### config.mk
export PLATFORM = sky130hd
export DESIGN_NAME = atmega_pp_sequencer_flat
export DESIGN_NICKNAME = d
export VERILOG_FILES = /design/src/rtl/atmega_pp_pkg.sv /design/src/rtl/atmega_pp_sequencer_if.sv /design/src/rtl/pp_sync2.sv /design/src/rtl/atmega_pp_sequencer.sv /design/src/flat_wrapper.sv
export SDC_FILE = /design/constraint.sdc
export NUM_CORES = 1
export LEC_CHECK = 0
export ABC_AREA = 1
export CAP_MARGIN = 20
export CORE_MARGIN = 4
export CORE_UTILIZATION = 59
export CTS_BUF_LIST = sky130_fd_sc_hd__clkbuf_8 sky130_fd_sc_hd__clkbuf_16
export CTS_CLUSTER_DIAMETER = 40
export DETAILED_ROUTE_END_ITERATION = 10
export GPL_ROUTABILITY_DRIVEN = 0
export PLACE_DENSITY = 0.82
export SETUP_SLACK_MARGIN = 0.2
export SYNTH_ARGS = -nofsm -noshare
export SYNTH_HDL_FRONTEND = slang
export SYNTH_HIERARCHICAL = 1
export SYNTH_SLANG_ARGS = --single-unit
### constraint.sdc
create_clock -name clk -period 4.3 [get_ports clk]
set_clock_uncertainty 0.15 [all_clocks]
set_input_delay 0.645 -clock clk [delete_from_list [all_inputs] [get_ports clk]]
set_output_delay 0.645 -clock clk [all_outputs]
set_load 0.05 [all_outputs]
### src/rtl/atmega_pp_pkg.sv
// atmega_pp_pkg
//   Shared constants for the ATmega high-voltage parallel programming
//   sequencer: command opcodes, {XA1,XA0} encodings, FSM state encodings
//   and small decode helpers used when a command is accepted.
//   No ports (package).

package atmega_pp_pkg;

    // Command opcodes carried on cmd_op
    localparam logic [2:0] OP_LOAD_CMD     = 3'd0;
    localparam logic [2:0] OP_LOAD_ADDR_LO = 3'd1;
    localparam logic [2:0] OP_LOAD_ADDR_HI = 3'd2;
    localparam logic [2:0] OP_LOAD_DATA_LO = 3'd3;
    localparam logic [2:0] OP_LOAD_DATA_HI = 3'd4;
    localparam logic [2:0] OP_LATCH_PAGE   = 3'd5;
    localparam logic [2:0] OP_PROGRAM      = 3'd6;
    localparam logic [2:0] OP_READ         = 3'd7;

    // {XA1, XA0} encodings for the XTAL-strobed load operations
    localparam logic [1:0] XA_ADDR = 2'b00;
    localparam logic [1:0] XA_DATA = 2'b01;
    localparam logic [1:0] XA_CMD  = 2'b10;

    // FSM state encodings
    localparam logic [2:0] ST_IDLE_ENC     = 3'd0;
    localparam logic [2:0] ST_SETUP_ENC    = 3'd1;
    localparam logic [2:0] ST_PULSE_ENC    = 3'd2;
    localparam logic [2:0] ST_HOLD_ENC     = 3'd3;
    localparam logic [2:0] ST_WAIT_RDY_ENC = 3'd4;
    localparam logic [2:0] ST_DONE_ENC     = 3'd5;

    typedef enum logic [2:0] {
        ST_IDLE     = ST_IDLE_ENC,
        ST_SETUP    = ST_SETUP_ENC,
        ST_PULSE    = ST_PULSE_ENC,
        ST_HOLD     = ST_HOLD_ENC,
        ST_WAIT_RDY = ST_WAIT_RDY_ENC,
        ST_DONE     = ST_DONE_ENC
    } pp_state_t;

    // Opcodes 0..4 are XTAL-strobed loads that drive the data bus
    function automatic logic is_load(input logic [2:0] op);
        return (op <= OP_LOAD_DATA_HI);
    endfunction

    // {XA1, XA0} for an opcode; non-load opcodes leave XA at 00
    function automatic logic [1:0] xa_for(input logic [2:0] op);
        case (op)
            OP_LOAD_CMD:                     return XA_CMD;
            OP_LOAD_DATA_LO, OP_LOAD_DATA_HI: return XA_DATA;
            default:                         return XA_ADDR;
        endcase
    endfunction

    // {BS2, BS1} for an opcode and its select byte
    function automatic logic [1:0] bs_for(input logic [2:0] op, input logic [7:0] data);
        case (op)
            OP_LOAD_ADDR_HI, OP_LOAD_DATA_HI: return 2'b01;
            OP_LATCH_PAGE:                    return {1'b0, data[0]};
            OP_PROGRAM, OP_READ:              return data[1:0];
            default:                          return 2'b00;
        endcase
    endfunction

endpackage

### src/rtl/atmega_pp_sequencer_if.sv
// atmega_pp_sequencer_if
//   Command/response channel between the host register decoder (master)
//   and the programming sequencer (slave).
//   cmd_valid/cmd_op/cmd_data : command from host, accepted on valid && ready
//   cmd_ready                 : sequencer idle
//   rsp_valid                 : one-cycle completion pulse
//   rsp_data                  : byte sampled by READ
//   rsp_timeout               : RDY wait expired (qualifies rsp_valid)

interface atmega_pp_sequencer_if;
    logic       cmd_valid;
    logic       cmd_ready;
    logic [2:0] cmd_op;
    logic [7:0] cmd_data;
    logic       rsp_valid;
    logic [7:0] rsp_data;
    logic       rsp_timeout;

    modport master (
        output cmd_valid, cmd_op, cmd_data,
        input  cmd_ready, rsp_valid, rsp_data, rsp_timeout
    );

    modport slave (
        input  cmd_valid, cmd_op, cmd_data,
        output cmd_ready, rsp_valid, rsp_data, rsp_timeout
    );
endinterface

### src/rtl/pp_sync2.sv
// pp_sync2
//   Two-flop synchronizer for the asynchronous DUT RDY/BSY pin.
//   Resets to 1 so that an undriven or idle RDY reads as "ready".
//   clk : sampling clock
//   rst : asynchronous active-high reset
//   d   : asynchronous input
//   q   : synchronized output

module pp_sync2 (
    input  logic clk,
    input  logic rst,
    input  logic d,
    output logic q
);
    logic meta;

    always_ff @(posedge clk or posedge rst) begin
        if (rst) begin
            meta <= 1'b1;
            q    <= 1'b1;
        end else begin
            meta <= d;
            q    <= meta;
        end
    end
endmodule

### src/rtl/atmega_pp_sequencer.sv
// atmega_pp_sequencer
//   Executes one high-voltage parallel programming primitive per command:
//   sets XA/BS/data, waits SETUP_CYCLES, asserts the opcode's strobe for
//   PULSE_CYCLES, holds for PULSE_CYCLES, optionally waits on RDY/BSY
//   (PROGRAM), then pulses rsp_valid for one cycle.
//   clk, rst      : clock, asynchronous active-high reset
//   cmd           : command/response channel (slave side)
//   dut_xtal, dut_pagel, dut_bs1, dut_bs2, dut_xa0, dut_xa1 : active-high pins
//   dut_oe_n, dut_wr_n : active-low pins
//   dut_data_out, dut_data_oe : data bus drive and its enable
//   dut_data_in   : data bus read-back
//   dut_rdy       : RDY/BSY pin (asynchronous)

module atmega_pp_sequencer
    import atmega_pp_pkg::*;
#(
    parameter int unsigned PULSE_CYCLES = 4,
    parameter int unsigned SETUP_CYCLES = 2,
    parameter int unsigned BUSY_TIMEOUT = 65535
) (
    input  logic                       clk,
    input  logic                       rst,
    atmega_pp_sequencer_if.slave       cmd,
    output logic                       dut_xtal,
    output logic                       dut_pagel,
    output logic                       dut_bs1,
    output logic                       dut_bs2,
    output logic                       dut_xa0,
    output logic                       dut_xa1,
    output logic                       dut_oe_n,
    output logic                       dut_wr_n,
    output logic [7:0]                 dut_data_out,
    output logic                       dut_data_oe,
    input  logic [7:0]                 dut_data_in,
    input  logic                       dut_rdy
);
    localparam logic [7:0]  SETUP_LAST  = 8'(SETUP_CYCLES - 1);
    localparam logic [7:0]  PULSE_LAST  = 8'(PULSE_CYCLES - 1);
    localparam logic [15:0] TIMEOUT_MAX = 16'(BUSY_TIMEOUT);

    pp_state_t   state, state_n;
    logic [7:0]  cnt, cnt_n;
    logic [15:0] tcnt, tcnt_n;
    logic        timed_out;
    logic        accept;
    logic        rdy_sync;

    logic [2:0]  op_q;
    logic [7:0]  rd_byte;
    logic        rsp_valid_q;
    logic [7:0]  rsp_data_q;
    logic        rsp_timeout_q;

    pp_sync2 u_rdy_sync (
        .clk (clk),
        .rst (rst),
        .d   (dut_rdy),
        .q   (rdy_sync)
    );

    assign accept          = cmd.cmd_valid && (state == ST_IDLE);
    assign cmd.cmd_ready   = (state == ST_IDLE);
    assign cmd.rsp_valid   = rsp_valid_q;
    assign cmd.rsp_data    = rsp_data_q;
    assign cmd.rsp_timeout = rsp_timeout_q;

    always_comb begin
        state_n   = state;
        cnt_n     = cnt;
        tcnt_n    = tcnt;
        timed_out = 1'b0;
        case (state)
            ST_IDLE: begin
                if (accept) begin
                    state_n = ST_SETUP;
                    cnt_n   = '0;
                end
            end
            ST_SETUP: begin
                if (cnt == SETUP_LAST) begin
                    state_n = ST_PULSE;
                    cnt_n   = '0;
                end else begin
                    cnt_n = cnt + 8'd1;
                end
            end
            ST_PULSE: begin
                if (cnt == PULSE_LAST) begin
                    state_n = ST_HOLD;
                    cnt_n   = '0;
                end else begin
                    cnt_n = cnt + 8'd1;
                end
            end
            ST_HOLD: begin
                if (cnt == PULSE_LAST) begin
                    cnt_n   = '0;
                    tcnt_n  = '0;
                    state_n = (op_q == OP_PROGRAM) ? ST_WAIT_RDY : ST_DONE;
                end else begin
                    cnt_n = cnt + 8'd1;
                end
            end
            ST_WAIT_RDY: begin
                // tcnt counts wait cycles already spent; it saturates rather
                // than wrapping. The first two cycles ignore RDY because the
                // synchronizer still shows the level from before the pulse.
                if (tcnt != TIMEOUT_MAX) begin
                    tcnt_n = tcnt + 16'd1;
                end
                if ((tcnt >= 16'd2) && rdy_sync) begin
                    state_n = ST_DONE;
                end else if (tcnt_n == TIMEOUT_MAX) begin
                    state_n   = ST_DONE;
                    timed_out = 1'b1;
                end
            end
            ST_DONE: begin
                state_n = ST_IDLE;
            end
            default: begin
                state_n = ST_IDLE;
            end
        endcase
    end

    // Pin outputs are registered from the next state so strobes are
    // glitch-free and line up exactly with the state they belong to.
    always_ff @(posedge clk or posedge rst) begin
        if (rst) begin
            state         <= ST_IDLE;
            cnt           <= '0;
            tcnt          <= '0;
            op_q          <= '0;
            rd_byte       <= '0;
            rsp_valid_q   <= 1'b0;
            rsp_data_q    <= '0;
            rsp_timeout_q <= 1'b0;
            dut_xtal      <= 1'b0;
            dut_pagel     <= 1'b0;
            dut_bs1       <= 1'b0;
            dut_bs2       <= 1'b0;
            dut_xa0       <= 1'b0;
            dut_xa1       <= 1'b0;
            dut_oe_n      <= 1'b1;
            dut_wr_n      <= 1'b1;
            dut_data_out  <= '0;
            dut_data_oe   <= 1'b0;
        end else begin
            state <= state_n;
            cnt   <= cnt_n;
            tcnt  <= tcnt_n;

            if (accept) begin
                op_q               <= cmd.cmd_op;
                {dut_xa1, dut_xa0} <= xa_for(cmd.cmd_op);
                {dut_bs2, dut_bs1} <= bs_for(cmd.cmd_op, cmd.cmd_data);
                dut_data_out       <= is_load(cmd.cmd_op) ? cmd.cmd_data : '0;
                dut_data_oe        <= is_load(cmd.cmd_op);
            end else if (state == ST_DONE) begin
                {dut_xa1, dut_xa0} <= '0;
                {dut_bs2, dut_bs1} <= '0;
                dut_data_out       <= '0;
                dut_data_oe        <= 1'b0;
            end

            dut_xtal  <= (state_n == ST_PULSE) && is_load(op_q);
            dut_pagel <= (state_n == ST_PULSE) && (op_q == OP_LATCH_PAGE);
            dut_wr_n  <= !((state_n == ST_PULSE) && (op_q == OP_PROGRAM));
            dut_oe_n  <= !(((state_n == ST_PULSE) || (state_n == ST_HOLD)) &&
                           (op_q == OP_READ));

            // Read data is captured on the final PULSE cycle but only
            // published at DONE so rsp_data stays stable between responses.
            if ((state == ST_PULSE) && (cnt == PULSE_LAST) && (op_q == OP_READ)) begin
                rd_byte <= dut_data_in;
            end

            rsp_valid_q <= (state_n == ST_DONE);
            if (state_n == ST_DONE) begin
                rsp_data_q    <= (op_q == OP_READ) ? rd_byte : '0;
                rsp_timeout_q <= timed_out;
            end
        end
    end
endmodule

### src/flat_wrapper.sv
// flat-port wrapper written by rule: the top's interface ports become plain ports
module atmega_pp_sequencer_flat import atmega_pp_pkg::*;
#(
    parameter int unsigned PULSE_CYCLES = 4,
    parameter int unsigned SETUP_CYCLES = 2,
    parameter int unsigned BUSY_TIMEOUT = 65535
)
  (clk, rst, dut_xtal, dut_pagel, dut_bs1, dut_bs2, dut_xa0, dut_xa1, dut_oe_n, dut_wr_n, dut_data_out, dut_data_oe, dut_data_in, dut_rdy, cmd_cmd_valid, cmd_cmd_op, cmd_cmd_data, cmd_cmd_ready, cmd_rsp_valid, cmd_rsp_data, cmd_rsp_timeout);
  atmega_pp_sequencer_if cmd_i ();
  input  logic clk;
  input  logic rst;
  output logic dut_xtal;
  output logic dut_pagel;
  output logic dut_bs1;
  output logic dut_bs2;
  output logic dut_xa0;
  output logic dut_xa1;
  output logic dut_oe_n;
  output logic dut_wr_n;
  output logic [7:0] dut_data_out;
  output logic dut_data_oe;
  input  logic [7:0] dut_data_in;
  input  logic dut_rdy;
  input wire logic [$bits(cmd_i.cmd_valid)-1:0] cmd_cmd_valid;
  input wire logic [$bits(cmd_i.cmd_op)-1:0] cmd_cmd_op;
  input wire logic [$bits(cmd_i.cmd_data)-1:0] cmd_cmd_data;
  output wire logic [$bits(cmd_i.cmd_ready)-1:0] cmd_cmd_ready;
  output wire logic [$bits(cmd_i.rsp_valid)-1:0] cmd_rsp_valid;
  output wire logic [$bits(cmd_i.rsp_data)-1:0] cmd_rsp_data;
  output wire logic [$bits(cmd_i.rsp_timeout)-1:0] cmd_rsp_timeout;
  assign cmd_i.cmd_valid = cmd_cmd_valid;
  assign cmd_i.cmd_op = cmd_cmd_op;
  assign cmd_i.cmd_data = cmd_cmd_data;
  assign cmd_cmd_ready = cmd_i.cmd_ready;
  assign cmd_rsp_valid = cmd_i.rsp_valid;
  assign cmd_rsp_data = cmd_i.rsp_data;
  assign cmd_rsp_timeout = cmd_i.rsp_timeout;
  atmega_pp_sequencer #(.PULSE_CYCLES(PULSE_CYCLES), .SETUP_CYCLES(SETUP_CYCLES), .BUSY_TIMEOUT(BUSY_TIMEOUT)) u_core (.clk(clk), .rst(rst), .cmd(cmd_i), .dut_xtal(dut_xtal), .dut_pagel(dut_pagel), .dut_bs1(dut_bs1), .dut_bs2(dut_bs2), .dut_xa0(dut_xa0), .dut_xa1(dut_xa1), .dut_oe_n(dut_oe_n), .dut_wr_n(dut_wr_n), .dut_data_out(dut_data_out), .dut_data_oe(dut_data_oe), .dut_data_in(dut_data_in), .dut_rdy(dut_rdy));
endmodule
==> reports/metrics.yaml, run 1 <==
status: "finished clean"
ant_nets: 0
power.density_nw_per_um2: 273
portBuffers: 50
async_flop_share_pct: 100
setup_viol: 0
yosys.area.top_type_share_pct: 44.6
cts_setup_buffers: 0
hold_violations: 0
num_vias: 3205
syn2layout_area_growth_pct: 21.5
rsz0062_at_grt: "no"
grt_antenna_before_repair: 0
fmax_ghz: 0.373
track_usage_pct: 23.9
worst-slew-pin-transition_ns: 0.879
wire_per_inst_um: 14.1
timing.final.ws_setup_ns: 1.62
drtPass1Iterations: 5
ys_top_cells_by_area: "dfrtp_1, nand2_1, inv_1"
initial_core_util_pct: 62.7
nNetsFinal: 532
regToRegSetupSlack_ns: 1.78
timing.rr.start: "u_core/tcnt[1]"
yosys_register_bits: 67
path_clk_slew_ns: 0.07
cp_max_fo: 4
synth_edf_count: 0
die_w_um: 85.4
ctsResizeCount: 0
synth_cell_types: 34
drt-initial-drc-count: 233
vias_per_cell: 5.51
fillCellCount: 426
grt_pass1_vias: 3103
grt_overflow: 0
grt_max_degree: 43
cts_root_buf: "clkbuf_8"
clk_path_buf_depth: 2
ff2ff_path_depth: 11
leakagePower_nw: 2.01
critPathLaunchType: "flip-flop"
critPathCapture: "cmd_cmd_ready"
die_area_um2: 7300
tritoncts: "done"
ctsHoldBuffers: 0
ios: 51
ys.flop_type: "dfrtp_1"
worst_setup_path_end_kind: "output pin"
syn_avg_cell_area_um2: 7.89
relSlewSlack_pct: 41.3
crit_type: "flip-flop to output pin"
placed_area_um2: 4100
min_period_over_period_pct: 62.4
core_um2: 5640
crit_path_start: "u_core/state[1]"
grt_pass1_wl_um: 14000
ir_drop_uv: 215
pre_cts_slack_ns: 1.59
slew_violations: 0
final_cell_area_um2: 4300
synth_nets: 475
cts_num_sinks: 67
hold_class: "flip-flop to flip-flop"
min_period_ns: 2.68
totalWireLength_um: 8220
clk_latency_ns: 0.34
yosysTopAreaCell: "dfrtp_1"
n_antenna_cell: 0
cp.required_ns: 3.50
dp_hpwl_um: 6060
holdWs_ns: 0.209
drc: 0
cts_buffers: 9
r2r-end: "u_core/cmd.rsp_data[2]"
cp.arrival_ns: 1.89
synth.yosys.seq_area_share_pct: 47.6
ys_warn_count: 6
max_cap_violations: 0
num_rows: 27
final_layout_size_suffix_gt1_share_pct: 10.2
setup_tns_ns: 0
synthesis.area_um2: 3540
fp.dieH_um: 85.4
synthCells: 448
htreeDepth: 3
[through the flow]
| stage | std cells | utilization, % | total power [mW] |
|---|---|---|---|
| 5_1_grt | 582 | 76.2 | 1.22 |
| 4_1_cts | 581 | 76.0 | 1.18 |
| 2_1_floorplan | 448 | - | 0.664 |
| 3_3_place_gp | 565 | 72.7 | 0.691 |
| 3_5_place_dp | 565 | 72.7 | 0.692 |
| 6_report | 582 | 76.2 | 1.17 |
[cell families after synthesis]
family                     synth area share [%]
AOI/OAI and AO/OA                          10.2
xor gates and xnor gates                   1.49
buffers and inverters                      8.70
adders and majority gates                  1.42
DFF                                        47.6
and+or+nand+nor                            30.6
[cells in the mapped netlist, types with 3 or more instances]
cell type  instances
o21ai_0           34
ha_1               4
nand2_1          101
inv_1             68
clkbuf_1           5
dfrtp_1           63
nand2_4            3
nor3_1             6
dfstp_2            4
xor2_1             5
nor2_2             3
nor4_1             3
nor2_4             6
a21oi_1           15
nand3_1           37
nand4_1            8
nand2_2            8
o22ai_1            7
nor2_1            46
nand3_2            3
[metal layers]
metal	vias up	wire length (µm)	global-route usage (%)
met1	1541	3560	31.0
met3	15	462	5.44
li1	1555	-	-
met2	94	4070	39.2
met5	-	0	0
met4	0	129	9.06
[sequential cells by signal, summed over array words and instances, names as in the netlist, 3 cells and up]
register,cells
u_core/cnt,8
u_core/state,3
u_core/tcnt,16
u_core/rd_byte,8
u_core/op_q,3
u_core/cmd.rsp_data,8
u_core/dut_data_out,8
[area by class of cell]
cell class	instances	area, µm²	share of cell area (%)
clock inverter	4	25.0	0.582
clock buffer	12	165	3.84
sequential	67	1680	39.1
inverter	71	267	6.20
multi-input combinational	303	1550	36.0
timing repair buffer	53	523	12.2
tap	72	90.1	2.10
[cell usage in the layout, fill, tap and decap left out, types with 4 or more instances in the layout]
cell and n:
a21oi_1 15, clkbuf_8 12, clkdlybuf4s50_1 50, dfrtp_1 63
dfstp_2 4, ha_1 4, inv_1 68, nand2_1 101
nand2_2 8, nand3_1 37, nand4_1 8, nor2_1 46
nor2_4 6, nor3_1 6, o21ai_0 34, o22ai_1 7
xor2_1 5
[power by group]
part           switching, mW  internal, mW  leakage (nW)
clock network          0.239         0.255        0.0998
logic                 0.0216        0.0206          1.04
registers            0.00133         0.635         0.873
total                  0.262         0.911          2.01
[how the worst min path moves through the flow]
stage	startpoint	endpoint	slack, ns	cells past startpoint
CTS	u_core/u_rdy_sync/meta	u_core/u_rdy_sync/q	0.21	0
global placement	u_core/u_rdy_sync/meta	u_core/u_rdy_sync/q	0.20	0
detailed placement	u_core/u_rdy_sync/meta	u_core/u_rdy_sync/q	0.20	0
floorplan	u_core/u_rdy_sync/meta	u_core/u_rdy_sync/q	0.20	0
finish	u_core/u_rdy_sync/meta	u_core/u_rdy_sync/q	0.21	0
global route	u_core/u_rdy_sync/meta	u_core/u_rdy_sync/q	0.21	0
[worst max-delay path: stages (launching register included)]
cell and delay [ns]:
dfrtp_1 0.41, nor2_1 0.11, inv_1 0.07, nor2_1 0.13, clkdlybuf4s50_1 0.83
Note: power is estimated with default switching activity, not from simulation.
==> inputs of run 2 (changes only) <==
--- a/config.mk
+++ b/config.mk
@@ -8,12 +8,12 @@
 export ABC_AREA = 1
 export CAP_MARGIN = 20
 export CORE_MARGIN = 4
-export CORE_UTILIZATION = 59
+export CORE_UTILIZATION = 49
 export CTS_BUF_LIST = sky130_fd_sc_hd__clkbuf_8 sky130_fd_sc_hd__clkbuf_16
 export CTS_CLUSTER_DIAMETER = 40
 export DETAILED_ROUTE_END_ITERATION = 10
 export GPL_ROUTABILITY_DRIVEN = 0
-export PLACE_DENSITY = 0.82
+export PLACE_DENSITY = 0.72
 export SETUP_SLACK_MARGIN = 0.2
 export SYNTH_ARGS = -nofsm -noshare
 export SYNTH_HDL_FRONTEND = slang
==> constraint.sdc (replaced) <==
create_clock -name clk -period 2.4 [get_ports clk]
set_clock_uncertainty 0.15 [all_clocks]
set_input_delay 0.36 -clock clk [delete_from_list [all_inputs] [get_ports clk]]
set_output_delay 0.36 -clock clk [all_outputs]
set_load 0.05 [all_outputs]
==> run 2 against run 1 <==
Net effect:
- sequential share of layout area shrank 2.0 points
- power grew 85%
- hold slack lost 0.0060 ns
- die area grew 18%
- sequential power grew 79%
- setup slack lost 1.5 ns
- non-clock buffer count grew 12
- combinational power grew 92%
- largest power group unchanged
- highest routed layer unchanged
- first-iteration DRC count shrank 1.3%
- sequential cell count is the same
==> reports/metrics.yaml, run 2 (synthesized netlist as in run 1, its figures left out) <==
crit_path_start: "u_core/tcnt[0]"  # was u_core/state[1]
grt_pass1_wl_um: 14400  # was 14000 µm
syn2layout_area_growth_pct: 28.3  # was 21.5%
portBuffers: 50  # unchanged
pre_cts_slack_ns: 0.0390  # was 1.59 ns
clk_latency_ns: 0.35  # was 0.34 ns
ir_drop_uv: 313  # was 215 µV
num_vias: 3211  # was 3205
worst-slew-pin-transition_ns: 0.512  # was 0.879 ns
critPathLaunchType: "flip-flop"  # unchanged
drc: 0  # unchanged
total_power_mw: 2.16  # was 1.17 mW
leakagePower_nw: 2.08  # was 2.01 nW
ff2ff_path_depth: 13  # was 11
hold_violations: 0  # unchanged
slew_violations: 0  # unchanged
rsz0062_at_grt: "yes"  # was no
final_core_util_pct: 65.7  # was 76.2%
min_period_over_period_pct: 93.9
initial_core_util_pct: 51.2  # was 62.7%
core_um2: 6910  # was 5640 µm²
crit_type: "flip-flop to flip-flop"  # was flip-flop to output pin
cp_max_fo: 6  # was 4
fp.dieH_um: 92.9  # was 85.4 µm
fmax_ghz: 0.444
grt_antenna_before_repair: 0  # unchanged
placed_area_um2: 4190  # was 4100 µm²
path_clk_slew_ns: 0.09  # was 0.07 ns
power.density_nw_per_um2: 477  # was 273 nW/µm²
final_layout_size_suffix_gt1_share_pct: 16.6  # was 10.2%
numPlacedInstances: 595  # was 565
relSlewSlack_pct: 65.8  # was 41.3%
hold_class: "input pin to async pin"  # was flip-flop to flip-flop
die_w_um: 92.9  # was 85.4 µm
final_cell_area_um2: 4540  # was 4300 µm²
drt-initial-drc-count: 230  # was 233
htreeDepth: 3  # unchanged
cts_num_sinks: 67  # unchanged
cp.required_ns: 2.48  # was 3.50 ns
grt_pass1_vias: 3133  # was 3103
num_rows: 30  # was 27
setup_tns_ns: 0  # unchanged
power_switching_mw: 0.500  # was 0.262 mW
p_comb_share_pct: 3.7  # was 3.6%
setup_viol: 0  # unchanged
seqPwrFrac_pct: 52.7  # was 54.3%
cts_buffers: 9  # unchanged
min_period_ns: 2.25
totalWireLength_um: 8560  # was 8220 µm
worst_setup_path_end_kind: "flip-flop"  # was output pin
status: "finished clean"  # unchanged
nNetsFinal: 546  # was 532
n_antenna_cell: 0  # unchanged
cp.arrival_ns: 2.33  # was 1.89 ns
grt_overflow: 0  # unchanged
ios: 51  # unchanged
die_area_um2: 8640  # was 7300 µm²
timing.final.ws_setup_ns: 0.147  # was 1.62 ns
vias_per_cell: 5.18  # was 5.51
regArea_um2: 1680  # about the same
timing.rr.start: "u_core/tcnt[0]"  # was u_core/tcnt[1]
clk_path_buf_depth: 2  # unchanged
p_int_mw: 1.66  # was 0.911 mW
tritoncts: "done"  # unchanged
layout_commonest_cell: "nand2_1"  # unchanged
track_usage_pct: 20.9  # was 23.9%
regToRegSetupSlack_ns: 0.15  # was 1.78 ns
ant_nets: 0  # unchanged
dp_hpwl_um: 6090  # was 6060 µm
largest_register_ffs: 16  # unchanged
holdWs_ns: 0.203  # was 0.209 ns
multiInputGateArea_um2: 1640  # was 1550 µm²
cts_root_buf: "clkbuf_8"  # unchanged
fillCellCount: 605  # was 426
clkPwrFrac_pct: 43.6  # was 42.1%
p_sw_share_pct: 23.1  # was 22.3%
regMostFlops: "u_core/tcnt"  # unchanged
grt_max_degree: 29  # was 43
wire_per_inst_um: 13.8  # was 14.1 µm
final_cell_mix: "nand2_1, inv_1, dfrtp_1, clkdlybuf4s50_1, nor2_1"  # unchanged
max_cap_violations: 0  # unchanged
drtPass1Iterations: 4  # was 5
instances_no_fill: 620  # was 582
-- run 2: cell types whose count changed in the layout (fill, tap and decap cells not counted), moves of 3 or more --
| cell | previous run | this run |
|---|---|---|
| buf_4 | 3 | 15 |
| nand2_1 | 101 | 93 |
| nand2_2 | 8 | 14 |
| nand2_4 | 3 | 7 |
| nor2_1 | 46 | 42 |
| clkbuf_8 | 12 | 9 |
| nor2_2 | 3 | 6 |
-- run 2: routing by layer --
layer / wire, µm / vias up / global-route usage [%] / part of all wire, %
li1: - / 1585 / - / -
met5: 0 / - / 0 / 0
met4: 123 / 0 / 7.33 / 1.4
met2: 4100 / 110 / 33.4 / 48
met3: 517 / 12 / 5.28 / 6.0
met1: 3820 / 1504 / 27.6 / 45
-- run 2: worst paths after layout --
| check | endpoint |
|---|---|
| setup / recovery | u_core/cmd.rsp_data[1] |
| hold / removal | u_core/rd_byte[1] |
| setup reg to reg | u_core/cmd.rsp_data[1] |
| hold reg to reg | u_core/u_rdy_sync/q |
| max in group asynchronous | u_core/dut_data_out[6] |
| min in group clk | u_core/u_rdy_sync/q |
-- run 2: power groups by stage --
stage / sequential (mW) / clock (mW) / combinational [mW]
global placement: 1.16 / 0 / 0.0824
CTS: 1.14 / 0.971 / 0.0837
global route: 1.14 / 1.03 / 0.0914
detailed placement: 1.16 / 0 / 0.0836
finish: 1.14 / 0.943 / 0.0810
floorplan: 1.16 / 0 / 0.0281
-- run 2: worst max-delay path: stages (launching register included) --
cell	delay (ns)
dfrtp_1	0.39
ha_2	0.22
nand2_2	0.08
nor2_4	0.14
nand2_4	0.08
nor2_4	0.20
xor2_2	0.22
nand3_2	0.13
nor2_4	0.13
nand2_4	0.10
nand2_8	0.11
nand2_8	0.08
nand2_2	0.07
nand2_1	0.05
-- run 2: repair_timing --
action | CTS | global route
hold endpoints to repair | 0 | 0
setup endpoints to repair | 12 | 18
gates resized for setup | 8 | 18
hold buffers | 0 | 0
setup buffers | 4 | 3
gates cloned | 0 | 2
pin swaps | 5 | 10
-- run 2: cell type report --
type | count | area share (%)
Multi-Input combinational cell | 305 | 36.1
Inverter | 71 | 5.98
Timing Repair Buffer | 65 | 13.8
Tap cell | 96 | 2.65
Clock inverter | 7 | 1.68
Sequential cell | 67 | 37.1
Clock buffer | 9 | 2.73
==> inputs of run 3 (changes only) <==
--- a/config.mk
+++ b/config.mk
@@ -13,6 +13,7 @@
 export CTS_CLUSTER_DIAMETER = 40
 export DETAILED_ROUTE_END_ITERATION = 10
 export GPL_ROUTABILITY_DRIVEN = 0
+export MAX_ROUTING_LAYER = met4
 export PLACE_DENSITY = 0.72
 export SETUP_SLACK_MARGIN = 0.2
 export SYNTH_ARGS = -nofsm -noshare
==> run 3 against run 2 <==
Net effect:
- setup slack better by 0.0022 ns
- sequential share of layout area stayed put
- power hardly changed
- first-iteration DRC count down 18%
- hold slack gained 0.00075 ns
- fmax barely moved
- largest cell class unchanged
- largest power group unchanged
==> reports/metrics.yaml, run 3 (synthesized netlist as in run 1, its figures left out) <==
grt_overflow: 0  # unchanged
regToRegSetupSlack_ns: 0.15  # about the same
status: "finished clean"  # unchanged
path_clk_slew_ns: 0.09  # about the same
initial_core_util_pct: 51.2  # unchanged
totalWireLength_um: 8630  # was 8560 µm
relSlewSlack_pct: 65.4  # was 65.8%
fp.dieH_um: 92.9  # unchanged
max_stage_delay_ns: 0.39  # about the same
ir_drop_uv: 311  # was 313 µV
path_cells: "ha_2 > nand2_2 > nor2_4 > nand2_4 > nor2_4 > xor2_2 > nand3_2 > nor2_4 > nand2_4 > nand2_8 > nand2_8 > nand2_2 > nand2_1"  # unchanged
num_vias: 3242  # was 3211
wl_met3_um: 432  # was 517 µm
rsz0062_at_grt: "yes"  # unchanged
largest_register_ffs: 16  # unchanged
ant_nets: 0  # unchanged
power.density_nw_per_um2: 477  # about the same
htreeDepth: 3  # unchanged
regMostFlops: "u_core/tcnt"  # unchanged
worst-slew-pin-transition_ns: 0.518  # was 0.512 ns
n_antenna_cell: 0  # unchanged
leakagePower_nw: 2.08  # unchanged
min_period_over_period_pct: 93.8  # was 93.9%
wire_per_inst_um: 13.9  # was 13.8 µm
slew_violations: 0  # unchanged
crit_path_frequent_cell: "nor2_4"  # unchanged
die_w_um: 92.9  # unchanged
grt_pass1_vias: 3137  # was 3133
fillCellCount: 605  # unchanged
syn2layout_area_growth_pct: 28.3  # unchanged
die_area_um2: 8640  # unchanged
cts_buffers: 9  # unchanged
vias_per_cell: 5.23  # was 5.18
grt_antenna_before_repair: 0  # unchanged
critPathLaunchType: "flip-flop"  # unchanged
final_layout_size_suffix_gt1_share_pct: 16.6  # unchanged
total_power_mw: 2.16  # about the same
grt_pass1_wl_um: 14400  # about the same
nNetsFinal: 546  # unchanged
drtPass1Iterations: 7  # was 4
setup_tns_ns: 0  # unchanged
ios: 51  # unchanged
cts_root_buf: "clkbuf_8"  # unchanged
cts_num_sinks: 67  # unchanged
top_layer: "met4"  # unchanged
tritoncts: "done"  # unchanged
dp_hpwl_um: 6090  # unchanged
core_um2: 6910  # unchanged
clk_path_buf_depth: 2  # unchanged
cp_max_fo: 6  # unchanged
fmax_ghz: 0.444  # about the same
portBuffers: 50  # unchanged
wl_met2_um: 4130  # was 4100 µm
worst_setup_path_end_kind: "flip-flop"  # unchanged
drc: 0  # unchanged
crit_type: "flip-flop to flip-flop"  # unchanged
cp.required_ns: 2.48  # about the same
max_cap_violations: 0  # unchanged
hold_violations: 0  # unchanged
cp.arrival_ns: 2.33  # about the same
final_cell_mix: "nand2_1, inv_1, dfrtp_1, clkdlybuf4s50_1, nor2_1"  # unchanged
clk_latency_ns: 0.35  # about the same
num_rows: 30  # unchanged
wl_met1_um: 3920  # was 3820 µm
layout_commonest_cell: "nand2_1"  # unchanged
grt_max_degree: 29  # unchanged
min_period_ns: 2.25  # about the same
slowest_stage: "dfrtp_1"  # unchanged
setup_viol: 0  # unchanged
drt-initial-drc-count: 189  # was 230
ctsHoldBuffers: 0  # unchanged
hold_class: "input pin to async pin"  # unchanged
track_usage_pct: 21.5  # was 20.9%
## run 3: per-layer routing
layer / global-route usage, % / vias up
met2: 33.5 / 118
met5: - / -
li1: - / 1585
met3: 4.22 / 14
met4: 7.33 / 0
met1: 28.3 / 1525
## run 3: final cells by class
cell class / count / area [µm²] / area share, %
multi-input cells: 305 / 1640 / 36.1
repair buffers: 65 / 626 / 13.8
clock inverters: 7 / 76.3 / 1.68
clock buffers: 9 / 124 / 2.73
well taps: 96 / 120 / 2.65
flip-flops and latches: 67 / 1680 / 37.1
inverters: 71 / 272 / 5.98
## run 3: final timing paths
check	from	end	cells after the start
hold / removal	rst	u_core/rd_byte[3]	2
setup reg to reg	u_core/tcnt[0]	u_core/cmd.rsp_data[1]	13
max in group asynchronous	rst	u_core/dut_data_out[6]	3
hold reg to reg	u_core/u_rdy_sync/meta	u_core/u_rdy_sync/q	0
setup / recovery	u_core/tcnt[0]	u_core/cmd.rsp_data[1]	13
min in group clk	u_core/u_rdy_sync/meta	u_core/u_rdy_sync/q	0
## run 3: worst max-delay path: cells and delay by family (launching register included)
kind,cells,cell delay (ns)
simple gates,11,1.16
fa+ha+maj,1,0.22
xor+xnor,1,0.22
flops,1,0.39
## run 3: per-stage QoR
stage | worst slack, ns | instance area, µm² | utilization, % | instances | hold WS, ns
6_report | 0.149 | 4540 | 65.7 | 620 | 0.203
5_1_grt | 0.00295 | 4540 | 65.7 | 620 | 0.216
2_1_floorplan | 0.267 | 3540 | - | 448 | 0.122
4_1_cts | 0.200 | 4450 | 64.4 | 615 | 0.210
3_5_place_dp | 0.0390 | 4190 | 60.6 | 595 | 0.200
3_3_place_gp | 0.147 | 4190 | 60.6 | 595 | 0.199
## run 3: report_power, final
group | leakage (nW) | switching [mW] | internal, mW
Sequential | 0.872 | 0.00208 | 1.14
Clock | 0.0958 | 0.459 | 0.484
Combinational | 1.11 | 0.0401 | 0.0412
## run 3: what timing repair did
action | CTS | global route
cloned | 0 | 2
setup buffers | 4 | 3
endpoints found under the setup margin | 12 | 18
pin swaps | 5 | 10
gates resized for setup | 8 | 18
